[src/rtl/nh_window_sched.sv]
// Raster pixel sequencer for the neighbourhood shift register / line buffers.
// Tracks row/col, gates each shift and flags the shifts that complete a full NH_DIM x NH_DIM window.
module nh_window_sched #(
  parameter int IMG_WIDTH  = 28,
  parameter int IMG_HEIGHT = 28,
  parameter int NH_DIM     = 3,
  parameter int PIX_W      = 24,
  parameter int COL_W      = (IMG_WIDTH  > 1) ? $clog2(IMG_WIDTH)  : 1,
  parameter int ROW_W      = (IMG_HEIGHT > 1) ? $clog2(IMG_HEIGHT) : 1
) (
  input  logic             clock,
  input  logic             reset,
  input  logic             start,
  input  logic             pix_valid,
  input  logic [PIX_W-1:0] pix_in,
  output logic             pix_rdy,
  output logic             sr_clear,
  output logic             shift_en,
  output logic [PIX_W-1:0] shift_data,
  output logic             win_valid,
  output logic [ROW_W-1:0] win_row,
  output logic [COL_W-1:0] win_col,
  output logic             busy,
  output logic             frame_done
);

  localparam logic [COL_W-1:0] COL_LAST = COL_W'(IMG_WIDTH - 1);
  localparam logic [ROW_W-1:0] ROW_LAST = ROW_W'(IMG_HEIGHT - 1);
  localparam logic [COL_W-1:0] COL_NH   = COL_W'(NH_DIM - 1);
  localparam logic [ROW_W-1:0] ROW_NH   = ROW_W'(NH_DIM - 1);

  typedef enum logic [1:0] {S_IDLE, S_CLEAR, S_STREAM, S_FLUSH} state_t;

  state_t           state, state_nxt;
  logic [COL_W-1:0] col;
  logic [ROW_W-1:0] row;
  logic             accept, last_col, last_row, completes;
  logic             s1_win, s1_last;
  logic [ROW_W-1:0] s1_row;
  logic [COL_W-1:0] s1_col;

  assign accept    = pix_valid & pix_rdy;
  assign last_col  = (col == COL_LAST);
  assign last_row  = (row == ROW_LAST);
  assign completes = (row >= ROW_NH) && (col >= COL_NH);

  always_ff @(posedge clock or posedge reset) begin
    if (reset) state <= S_IDLE;
    else       state <= state_nxt;
  end

  // FLUSH leaves once the shift stage is empty; the window stage drains on the same edge.
  always_comb begin
    state_nxt = state;
    case (state)
      S_IDLE:   if (start) state_nxt = S_CLEAR;
      S_CLEAR:  state_nxt = S_STREAM;
      S_STREAM: if (accept && last_col && last_row) state_nxt = S_FLUSH;
      S_FLUSH:  if (!shift_en) state_nxt = S_IDLE;
      default:  state_nxt = S_IDLE;
    endcase
  end

  always_comb begin
    pix_rdy  = 1'b0;
    sr_clear = 1'b0;
    busy     = 1'b1;
    case (state)
      S_IDLE:   busy     = 1'b0;
      S_CLEAR:  sr_clear = 1'b1;
      S_STREAM: pix_rdy  = 1'b1;
      default:  ;
    endcase
  end

  always_ff @(posedge clock or posedge reset) begin
    if (reset) begin
      col <= '0;
      row <= '0;
    end else if (state == S_CLEAR) begin
      col <= '0;
      row <= '0;
    end else if (accept) begin
      if (last_col) begin
        col <= '0;
        if (!last_row) row <= row + 1'b1;
      end else begin
        col <= col + 1'b1;
      end
    end
  end

  // Stage 1: shift strobe plus the window tag travelling with the pixel.
  always_ff @(posedge clock or posedge reset) begin
    if (reset) begin
      shift_en   <= 1'b0;
      shift_data <= '0;
      s1_win     <= 1'b0;
      s1_last    <= 1'b0;
      s1_row     <= '0;
      s1_col     <= '0;
    end else begin
      shift_en <= accept;
      s1_win   <= accept & completes;
      s1_last  <= accept & last_col & last_row;
      if (accept) begin
        shift_data <= pix_in;
        s1_row     <= row - ROW_NH;
        s1_col     <= col - COL_NH;
      end
    end
  end

  // Stage 2: window strobe once the pixel is resident in the datapath.
  always_ff @(posedge clock or posedge reset) begin
    if (reset) begin
      win_valid  <= 1'b0;
      frame_done <= 1'b0;
      win_row    <= '0;
      win_col    <= '0;
    end else begin
      win_valid  <= s1_win;
      frame_done <= s1_win & s1_last;
      if (s1_win) begin
        win_row <= s1_row;
        win_col <= s1_col;
      end
    end
  end

endmodule

[config.mk]
export PLATFORM = sky130hd
export DESIGN_NAME = nh_window_sched
export DESIGN_NICKNAME = d
export VERILOG_FILES = /design/src/rtl/nh_window_sched.sv
export SDC_FILE = /design/constraint.sdc
export NUM_CORES = 1
export LEC_CHECK = 0
export ABC_CLOCK_PERIOD_IN_PS = 2100
export CAP_MARGIN = 20
export CORE_MARGIN = 1.5
export CORE_UTILIZATION = 30
export DETAILED_ROUTE_END_ITERATION = 6
export MAX_ROUTING_LAYER = met4
export PLACE_DENSITY = 0.58
export SLEW_MARGIN = 0
export SYNTH_ARGS = -nofsm -noshare
export SYNTH_HDL_FRONTEND = slang
export SYNTH_SLANG_ARGS = --single-unit
[constraint.sdc]
create_clock -name clock -period 2.1 [get_ports clock]
set_clock_uncertainty 0.1 [all_clocks]
set_input_delay 0.21 -clock clock [delete_from_list [all_inputs] [get_ports clock]]
set_output_delay 0.21 -clock clock [all_outputs]
set_load 0.01 [all_outputs]
Word level (Yosys, flattened, before mapping)
Index checks and enable logic that the tools add are counted.
{ "op_classes": {"div_mod_pow": 0, "eq_ne": 9, "n_reduce_logical": 8, "add_sub_neg": 4, "bitwise_logic": 5, "n_lt_le_gt_ge": 2, "shift": 0, "n_mux": 14, "n_mul": 0} }
{ "ops": {"columns": ["cell", "count"], "rows": [
  ["$mux W5", 7],
  ["$add A5 B1 Y5 const B", 2],
  ["$eq A5 B5 Y1 const B", 2],
  ["$ge A5 B2 Y1 const B", 2],
  ["$sub A5 B2 Y5 const B", 2],
  ["$pmux W2 S4", 1],
  ["$mux W2", 3],
  ["$ne A2 B2 Y1 const B", 3],
  ["$reduce_and A3 Y1", 2],
  ["$and A1 B1 Y1", 5],
  ["$eq A2 B2 Y1 const B", 2],
  ["$reduce_bool A2 Y1", 2],
  ["$logic_and A1 B1 Y1", 3],
  ["$mux W1", 3],
  ["$eq A2 B1 Y1 const B", 1],
  ["$logic_not A2 Y1", 1],
  ["$ne A2 B1 Y1 const B", 1]
]} }
{ "totals": {"memories": 0, "elab_cells": 55, "input_bits": 28, "output_inout_bits": 40, "ramBits": 0, "latch_bits": 0, "ff_bits": 61, "mem_bits_ro": 0} }

Longest topological paths before layout
Gate-level depths: netlist of the first run.
{ "logic_depth": {"ltp_word": 7, "depth_mapped": 8, "ltp_nobuf": 7} }

Worst setup path before layout of the first run
No wires, ideal clock.
{ "synth_timing": {"path_kind": "reg-to-reg", "from": "register state[0]", "to": "register state[1]", "setup_ns": 0.128, "setup_slack_ns": 0.247, "period_less_slack_ns": 1.853, "arrival_time_ns": 1.626, "t_required_ns": 1.872, "path_buffers": 0, "path_stages_with_launch": 7, "cell_sequence": "dfrtp_1 > inv_1 > ha_1 > and4_1 > nand3_2 > a21oi_2 > mux2_1"} }
{ "synth_between": {"elab_chain_len": 7, "word_cells_on_any_way": 13, "classes_between": "6 x eq/ne; 2 x mux; 1 x bitwise; 4 x reduce/logical"} }
{ "synth_lines": {"columns": ["item", "line", "source"], "rows": [
  ["from (decl)", "34", "state_t state, state_nxt;"],
  ["from (signal assigned)", "49", "else state <= state_nxt;"],
  ["$eq A2 B2 Y1", "68", "case (state)"],
  ["$mux W1", "68", null],
  ["via pix_rdy", "16", "output logic pix_rdy,"],
  ["$and A1 B1 Y1", "42", "assign accept = pix_valid & pix_rdy;"],
  ["$logic_and A1 B1 Y1 (2 in a row)", "58", "S_STREAM: if (accept && last_col && last_row) state_nxt = S_FLUSH;"],
  ["$ne A2 B2 Y1 (no line)", null, null],
  ["$reduce_and A3 Y1 (no line)", null, null]
]} }
The timed path passes the listed nets, and every way through them passes these cells.
A chain may end at the register's enable or synchronous reset.

Worst setup path in the final report of the first run
{ "layout_timing": {"from": "register state[0]", "to": "output port pix_rdy"} }
{ "layout_between": {"elab_chain_len": 2} }
{ "layout_lines": {"columns": ["item", "line"], "rows": [
  ["$eq A2 B2 Y1", "68"],
  ["$mux W1", "68"],
  ["to (decl)", "16"]
]} }
Every way passes these cells.

==> impl_summary.log, run 1 <==
INFO  metric outcome = finished, final reports clean
INFO  metric worst_path_max_delay_cell = sky130_fd_sc_hd__clkdlybuf4s50_1
INFO  metric worst_slew_margin_rel = 0.693
INFO  metric vdd.ir_drop.worst = approximately 0.00042 V
INFO  metric yosysTopAreaCell = sky130_fd_sc_hd__dfrtp_1
INFO  metric antenna_found_initial = 0
INFO  metric power-per-cell-area = about 1200 nW/µm²
INFO  metric ys_ff_latch = 61
INFO  metric dieHeight = approximately 97 µm
INFO  metric tritoncts = done
INFO  metric switching_share = 0.328
INFO  metric placeableCoreArea = 8340 µm²
INFO  metric avgSynthCellArea = 10.4 µm²
INFO  metric syn-instance-count = between 200 and 300
INFO  metric final_util = 0.435
INFO  metric io_pins = a little under 70
INFO  metric crit_chain = inv_1, ha_2, clkdlybuf4s50_1
INFO  metric ys_dominant_reg_cell = sky130_fd_sc_hd__dfrtp_1
INFO  metric final.min_clock_period = approximately 2 ns
INFO  metric num_antenna_cells = 0
INFO  metric clock_share_of_power = 0.205
INFO  metric layout_area_overhead = 38.1%
INFO  metric globalplace.congestion = around 0.70
INFO  metric port_buffers = 67
INFO  metric grt_pass1_vias = slightly below 2000
INFO  metric synth_edf_count = 0
INFO  metric finalSetupTns = 0 ns
INFO  metric cts.reportedPaths.clkPinSlew = about 0.07 ns
INFO  metric viasPerCell = 4.42
INFO  metric cap_violations = 0
INFO  metric firstDrtPassIters = 4
INFO  metric synthTopCellsByCount = sky130_fd_sc_hd__nand2_1, sky130_fd_sc_hd__dfrtp_1, sky130_fd_sc_hd__ha_1, sky130_fd_sc_hd__inv_1, sky130_fd_sc_hd__o21ai_0
INFO  metric post_cts_buffers = 0
INFO  metric design.final.nets = 369
INFO  metric mappedNetlistArea = 2630 µm²
INFO  metric final_layout_size_suffix_gt1_frac = 0.123
INFO  metric grt_use_total = 0.127
INFO  metric floorplan.initialDensity = 0.315
INFO  metric synth.net_count = 294
INFO  metric combinational_share_of_power = 0.385
INFO  metric library_cells_used_by_synthesis = 33
INFO  metric power_switching = 0.00143 W
INFO  metric grt_remaining_overflow = 0
INFO  metric finalCritPeriodShare = 0.955
INFO  metric critical_path.startpoint_type = flip-flop
INFO  metric critical-path-max-stage-delay = ~0.58 ns
INFO  metric drc_errors = 0
INFO  metric timing.fmax = between 400 and 500 MHz
INFO  metric finalMaxSlewViolations = 0
INFO  metric ys_async_sr_fraction = 1.00
INFO  metric p_int = between 0.002 and 0.003 W
INFO  metric route.antenna.remaining_nets = 0
INFO  metric synthesis.yosys.warnings = 0
INFO  metric drt_wl_total = roughly 5400 µm
INFO  metric min_path_type = in2async
INFO  metric fin_ws = 0.0948 ns
INFO  metric clock_sinks = 61
INFO  metric dp_slack = about 0.17 ns
INFO  metric rsz0062_at_grt = false
INFO  metric cts_buffer_depth = 2
INFO  metric grt_first_pass_wirelength = 9190 µm
INFO  metric floorplan.die.width = between 90 and 100 µm
INFO  metric dp_hpwl = 3870 µm
INFO  metric tightestPinTransition = 0.459 ns
INFO  metric std_cell_rows = 33
INFO  metric clock_tree.root_cell = sky130_fd_sc_hd__clkbuf_8
INFO  metric required = 1.79 ns
INFO  metric critical_path_arrival = between 1.5 and 2 ns
INFO  metric power_frac_seq = 0.410
INFO  metric synth_top_area_frac = 0.580
INFO  metric drt-initial-drc-count = 81
INFO  metric crit_fanout = 6
INFO  metric final_count_of_hold_timing_violations = 0
INFO  metric cts_made_buffers = 9
INFO  metric dpl-instance-area = 3460 µm²
INFO  metric h_tree_depth = 3
INFO  metric pin_count_of_the_biggest_net_entering_global_routing = 29
INFO  metric setup_viol = 0
INFO  metric synth.top_cells.by_area = sky130_fd_sc_hd__dfrtp_1, sky130_fd_sc_hd__nand2_1, sky130_fd_sc_hd__ha_1, sky130_fd_sc_hd__mux2_2, sky130_fd_sc_hd__xnor2_1
INFO  metric report.power.total = about 0.0044 W
INFO  metric num_vias = 1930
INFO  metric crit_path_end_kind = output port
INFO  metric final_cell_area = 3630 µm²
INFO  metric worstSetupPathType = reg2out
INFO  metric yosysSeqAreaShare = 0.580
INFO  metric design.die.area = slightly above 9000 µm²
INFO  metric leakagePower = 1.73 nW
INFO  metric worst_skew_pair_latency = 0.33 ns
INFO  metric avgRoutedWirePerCell = approximately 12 µm
INFO  metric cell_with_the_most_instances_after_synthesis = sky130_fd_sc_hd__nand2_1
-- metal layers --
layer / GRT usage / vias to the layer above / part of all wire
li1: - / 969 / -
met1: 0.156 / 915 / 0.48
met2: 0.193 / 40 / 0.46
met3: 0.0390 / 6 / 0.044
met4: 0.0569 / 0 / 0.018
met5: - / - / 0
-- power groups by stage --
stage	combinational (W)	sequential (W)	clock, W
2_1_floorplan	0.000738	0.00191	0
3_3_place_gp	0.00168	0.00180	0
3_5_place_dp	0.00171	0.00181	0
4_1_cts	0.00173	0.00180	0.000936
5_1_grt	0.00187	0.00184	0.000990
6_report	0.00168	0.00179	0.000897
-- path summary, 6_finish.rpt --
check / cells past startpoint / slack [ns] / start / endpoint
worst max-delay path: 3 / 0.09 / state[0] / pix_rdy
worst min-delay path: 2 / 0.12 / reset / state[1]
worst max register to register: 6 / 0.24 / state[0] / state[1]
worst min register to register: 1 / 0.36 / s1_last / frame_done
max in group asynchronous: 3 / 1.30 / reset / s1_row[4]
min in group clock: 3 / 0.30 / pix_in[12] / shift_data[12]
-- area by class of cell --
class / instances / area [µm²]
clock inverter: 2 / 10.0
multi-input combinational: 170 / 1010
clock buffer: 12 / 155
sequential: 61 / 1530
tap: 105 / 131
fill: 831 / 4710
inverter: 13 / 48.8
timing repair buffer: 74 / 748
-- registers in the layout (all words and copies together) (netlist names) --
register / flops
col: 5
win_valid: 1
state: 2
shift_en: 1
s1_last: 1
win_row: 5
shift_data: 24
win_col: 5
s1_win: 1
s1_col: 5
frame_done: 1
row: 5
s1_row: 5
-- cells in the final DEF (no fill, tap or decap), types with 2 or more instances in the layout --
master,instances
sky130_fd_sc_hd__nand2_1,87
sky130_fd_sc_hd__clkdlybuf4s50_1,67
sky130_fd_sc_hd__dfrtp_1,61
sky130_fd_sc_hd__o21ai_0,11
sky130_fd_sc_hd__inv_1,11
sky130_fd_sc_hd__ha_1,11
sky130_fd_sc_hd__clkbuf_8,11
sky130_fd_sc_hd__mux2_2,10
sky130_fd_sc_hd__xnor2_1,9
sky130_fd_sc_hd__nor2_1,9
sky130_fd_sc_hd__nor3_1,8
sky130_fd_sc_hd__buf_4,5
sky130_fd_sc_hd__inv_2,2
sky130_fd_sc_hd__nand3_1,2
sky130_fd_sc_hd__nor3_2,2
sky130_fd_sc_hd__a21oi_1,2
sky130_fd_sc_hd__a211oi_1,2
sky130_fd_sc_hd__clkinv_2,2
sky130_fd_sc_hd__buf_12,2
-- worst max-delay path: cells and delay by family (launching register included) --
family | cells | cell delay [ns]
flops | 1 | 0.42
buf+inv | 2 | 0.68
fa+ha+maj | 1 | 0.27
-- per-stage QoR --
step / cells / hold WS, ns
global route: 437 / 0.147
floorplan: 254 / 0.215
CTS: 437 / 0.122
finish: 437 / 0.118
global placement: 423 / 0.348
detailed placement: 423 / 0.346
-- logic make-up (layout without fill, tap and decap cells) --
family	count (synthesis)	count (layout)	synth area share
xor+xnor	10	10	0.0333
flops	61	61	0.580
fa+ha+maj	12	12	0.0571
buf+inv	23	101	0.0357
mux	11	11	0.0471
compound gates	19	19	0.0433
simple gates	118	118	0.203
-- timing repair --
action,4_1_cts,5_1_grt
setup endpoints to repair,1,0
hold buffers,0,0
gates resized for setup,1,0
No activity file was read; power rests on OpenSTA's default activity.
==> run 2, diff against run 1 <==
- CELL_PAD_IN_SITES_DETAIL_PLACEMENT: not set -> 1
- CELL_PAD_IN_SITES_GLOBAL_PLACEMENT: not set -> 1
- PLACE_DENSITY: 0.58 -> 0.7
==> impl_summary.log, run 2 (same netlist as run 1, synthesis figures left out) <==
INFO  metric outcome = finished, final reports clean (unchanged)
INFO  metric report.power.total = 0.00463 W (was 0.00437 W)
INFO  metric critPathTopFamily = buffers and inverters (unchanged)
INFO  metric clock_sinks = 61 (unchanged)
INFO  metric required = 1.79 ns (about the same)
INFO  metric final_count_of_hold_timing_violations = 0 (unchanged)
INFO  metric buffering_stage_count_on_the_worst_path_with_inverters_included = 3 (was 2)
INFO  metric grt_remaining_overflow = 0 (unchanged)
INFO  metric vdd.ir_drop.worst = 0.000521 V (was 0.000424 V)
INFO  metric cts_made_buffers = 9 (unchanged)
INFO  metric largest_register_ffs = 24 (unchanged)
INFO  metric num_vias = 1950 (was 1930)
INFO  metric top_layer_used = met4 (unchanged)
INFO  metric crit_fanout = 4 (was 6)
INFO  metric pin_count_of_the_biggest_net_entering_global_routing = 62 (was 29)
INFO  metric worstSetupPathType = reg2out (unchanged)
INFO  metric io_pins = 68 (unchanged)
INFO  metric min_path_type = in2async (unchanged)
INFO  metric drt-initial-drc-count = 77 (was 81)
INFO  metric cts.reportedPaths.clkPinSlew = 0.07 ns (about the same)
INFO  metric layout.cells.most_common_list = sky130_fd_sc_hd__nand2_1, sky130_fd_sc_hd__clkdlybuf4s50_1, sky130_fd_sc_hd__dfrtp_1 (unchanged)
INFO  metric largest-register = shift_data (unchanged)
INFO  metric crit_chain = inv_1, ha_1, inv_1, clkdlybuf4s50_1 (was inv_1, ha_2, clkdlybuf4s50_1)
INFO  metric clock_tree.root_cell = sky130_fd_sc_hd__clkbuf_8 (unchanged)
INFO  metric tightestPinTransition = 0.453 ns (was 0.459 ns)
INFO  metric finalSetupTns = 0 ns (unchanged)
INFO  metric critical_path.startpoint_type = flip-flop (unchanged)
INFO  metric crit_path_end_kind = output port (unchanged)
INFO  metric antenna_found_initial = 0 (unchanged)
INFO  metric crit_path_launch = state[0] (unchanged)
INFO  metric drt_wl_total = 6080 µm (was 5410 µm)
INFO  metric met3WireLength = 243 µm (was 237 µm)
INFO  metric route.antenna.remaining_nets = 0 (unchanged)
INFO  metric worst_slew_margin_rel = 0.698 (was 0.693)
INFO  metric drt-met1-wl = 2870 µm (was 2590 µm)
INFO  metric leakagePower = 1.76 nW (was 1.73 nW)
INFO  metric p_int = 0.00311 W (was 0.00293 W)
INFO  metric power-per-cell-area = 1260 nW/µm² (was 1200 nW/µm²)
INFO  metric worst_skew_pair_latency = 0.34 ns (was 0.33 ns)
INFO  metric combinational_share_of_power = 0.375 (was 0.385)
INFO  metric setup_viol = 0 (unchanged)
INFO  metric floorplan.initialDensity = 0.315 (unchanged)
INFO  metric cts_buffer_depth = 2 (unchanged)
INFO  metric power_frac_seq = 0.388 (was 0.410)
INFO  metric num-fill-cells = 944 (was 831)
INFO  metric grt_use_total = 0.145 (was 0.127)
INFO  metric globalplace.congestion = 0.728 (was 0.699)
INFO  metric rsz0062_at_grt = false (unchanged)
INFO  metric h_tree_depth = 3 (unchanged)
INFO  metric power_switching = 0.00152 W (was 0.00143 W)
INFO  metric cap_violations = 0 (unchanged)
INFO  metric finalCritPeriodShare = 0.937 (was 0.955)
INFO  metric finalMaxSlewViolations = 0 (unchanged)
INFO  metric worst_path_max_delay_cell = sky130_fd_sc_hd__clkdlybuf4s50_1 (unchanged)
INFO  metric cpMostUsedCell = sky130_fd_sc_hd__inv_1
INFO  metric design.die.area = 9340 µm² (unchanged)
INFO  metric dp_hpwl = 4230 µm (was 3870 µm)
INFO  metric firstDrtPassIters = 4 (unchanged)
INFO  metric post_cts_buffers = 0 (unchanged)
INFO  metric worstReg2RegEnd = state[1] (unchanged)
INFO  metric design.final.nets = 369 (unchanged)
INFO  metric layout_commonest_cell = sky130_fd_sc_hd__nand2_1 (unchanged)
INFO  metric switching_share = 0.329 (was 0.328)
INFO  metric port_buffers = 67 (unchanged)
INFO  metric layout_area_overhead = 39.4% (was 38.1%)
INFO  metric critical_path_arrival = 1.66 ns (was 1.70 ns)
INFO  metric floorplan.die.width = 96.6 µm (unchanged)
INFO  metric grt_pass1_vias = 2048 (was 1921)
INFO  metric critical-path-max-stage-delay = 0.53 ns (was 0.58 ns)
INFO  metric tritoncts = done (unchanged)
INFO  metric std_cell_rows = 33 (unchanged)
INFO  metric num_antenna_cells = 0 (unchanged)
INFO  metric grt_first_pass_wirelength = 10300 µm (was 9190 µm)
INFO  metric viasPerCell = 4.44 (was 4.42)
INFO  metric avgRoutedWirePerCell = 13.8 µm (was 12.4 µm)
INFO  metric crit-reg2reg-launch = row[1] (was state[0])
INFO  metric placeableCoreArea = 8340 µm² (unchanged)
INFO  metric ff2ff_setup_slack = 0.21 ns (was 0.24 ns)
INFO  metric timing.fmax = 508 MHz (was 499 MHz)
INFO  metric clock_share_of_power = 0.237 (was 0.205)
INFO  metric dieHeight = 96.6 µm (unchanged)
INFO  metric worst_r2r_path_depth = 5 (was 6)
INFO  metric drc_errors = 0 (unchanged)
INFO  metric route.met2.wl = 2840 µm (was 2480 µm)
INFO  metric final_layout_size_suffix_gt1_frac = 0.126 (was 0.123)
INFO  metric final.min_clock_period = 1.97 ns (was 2.01 ns)
[run 2: changes by cell type in the layout (fill, tap and decap cells not counted), sizes merged]
cell,before,now
bufinv,0,1
clkbuf,12,13
dlymetal6s2s,0,1
clkinvlp,0,1
clkinv,2,1
clkdlybuf4s50,67,66
[run 2: layer usage]
| layer | up-vias | global-route usage |
|---|---|---|
| met5 | - | - |
| met4 | 0 | 0.0769 |
| met3 | 10 | 0.0361 |
| met2 | 43 | 0.219 |
| met1 | 926 | 0.179 |
| li1 | 971 | - |
[run 2: power groups by stage]
stage                     sequential, W  clock (W)  combinational [W]
after global placement          0.00180          0            0.00170
after global routing            0.00185    0.00119            0.00194
final                           0.00180    0.00110            0.00173
after floorplan                 0.00191          0           0.000738
after CTS                       0.00180    0.00114            0.00178
after detailed placement        0.00181          0            0.00176
[run 2: final cells by class]
cell class / instances / area (µm²) / share of cell area
inverters: 13 / 48.8 / 0.0133
multi-input cells: 170 / 1010 / 0.275
flip-flops and latches: 61 / 1530 / 0.416
clock buffers: 13 / 169 / 0.0461
clock inverters: 3 / 42.5 / 0.0116
repair buffers: 74 / 738 / 0.201
well taps: 105 / 131 / 0.0358
[run 2: how the worst max path moves through the flow]
stage / endpoint / slack (ns) / cells past startpoint
after detailed placement: state[1] / 0.19 / 5
after floorplan: state[1] / 0.25 / 6
after global placement: state[1] / 0.25 / 5
final: busy / 0.13 / 4
after CTS: pix_rdy / 0.07 / 3
after global routing: busy / 0.06 / 4
[run 2: repair_timing]
action / 4_1_cts / 5_1_grt
endpoints found under the setup margin: 0 / 1
gates resized for setup: 0 / 1
hold buffers: 0 / 0
[run 2: worst reg2reg max path: cells and delay by family, from the launching register on]
kind,cells,cell delay (ns)
flip-flops,1,0.46
AND/OR/NAND/NOR,2,0.43
multiplexers,1,0.36
adder cells (fa/ha/maj),1,0.23
AO/OA/AOI/OAI,1,0.18
[run 2: per-stage QoR]
| stage | hold WS (ns) | util | instances | instance area (µm²) | setup slack (ns) |
|---|---|---|---|---|---|
| 2_1_floorplan | 0.215 | - | 254 | 2630 | 0.247 |
| 3_3_place_gp | 0.345 | 0.414 | 423 | 3450 | 0.250 |
| 3_5_place_dp | 0.349 | 0.414 | 423 | 3450 | 0.191 |
| 4_1_cts | 0.159 | 0.439 | 439 | 3660 | 0.0739 |
| 5_1_grt | 0.183 | 0.440 | 439 | 3670 | 0.0564 |
| 6_report | 0.158 | 0.440 | 439 | 3670 | 0.132 |
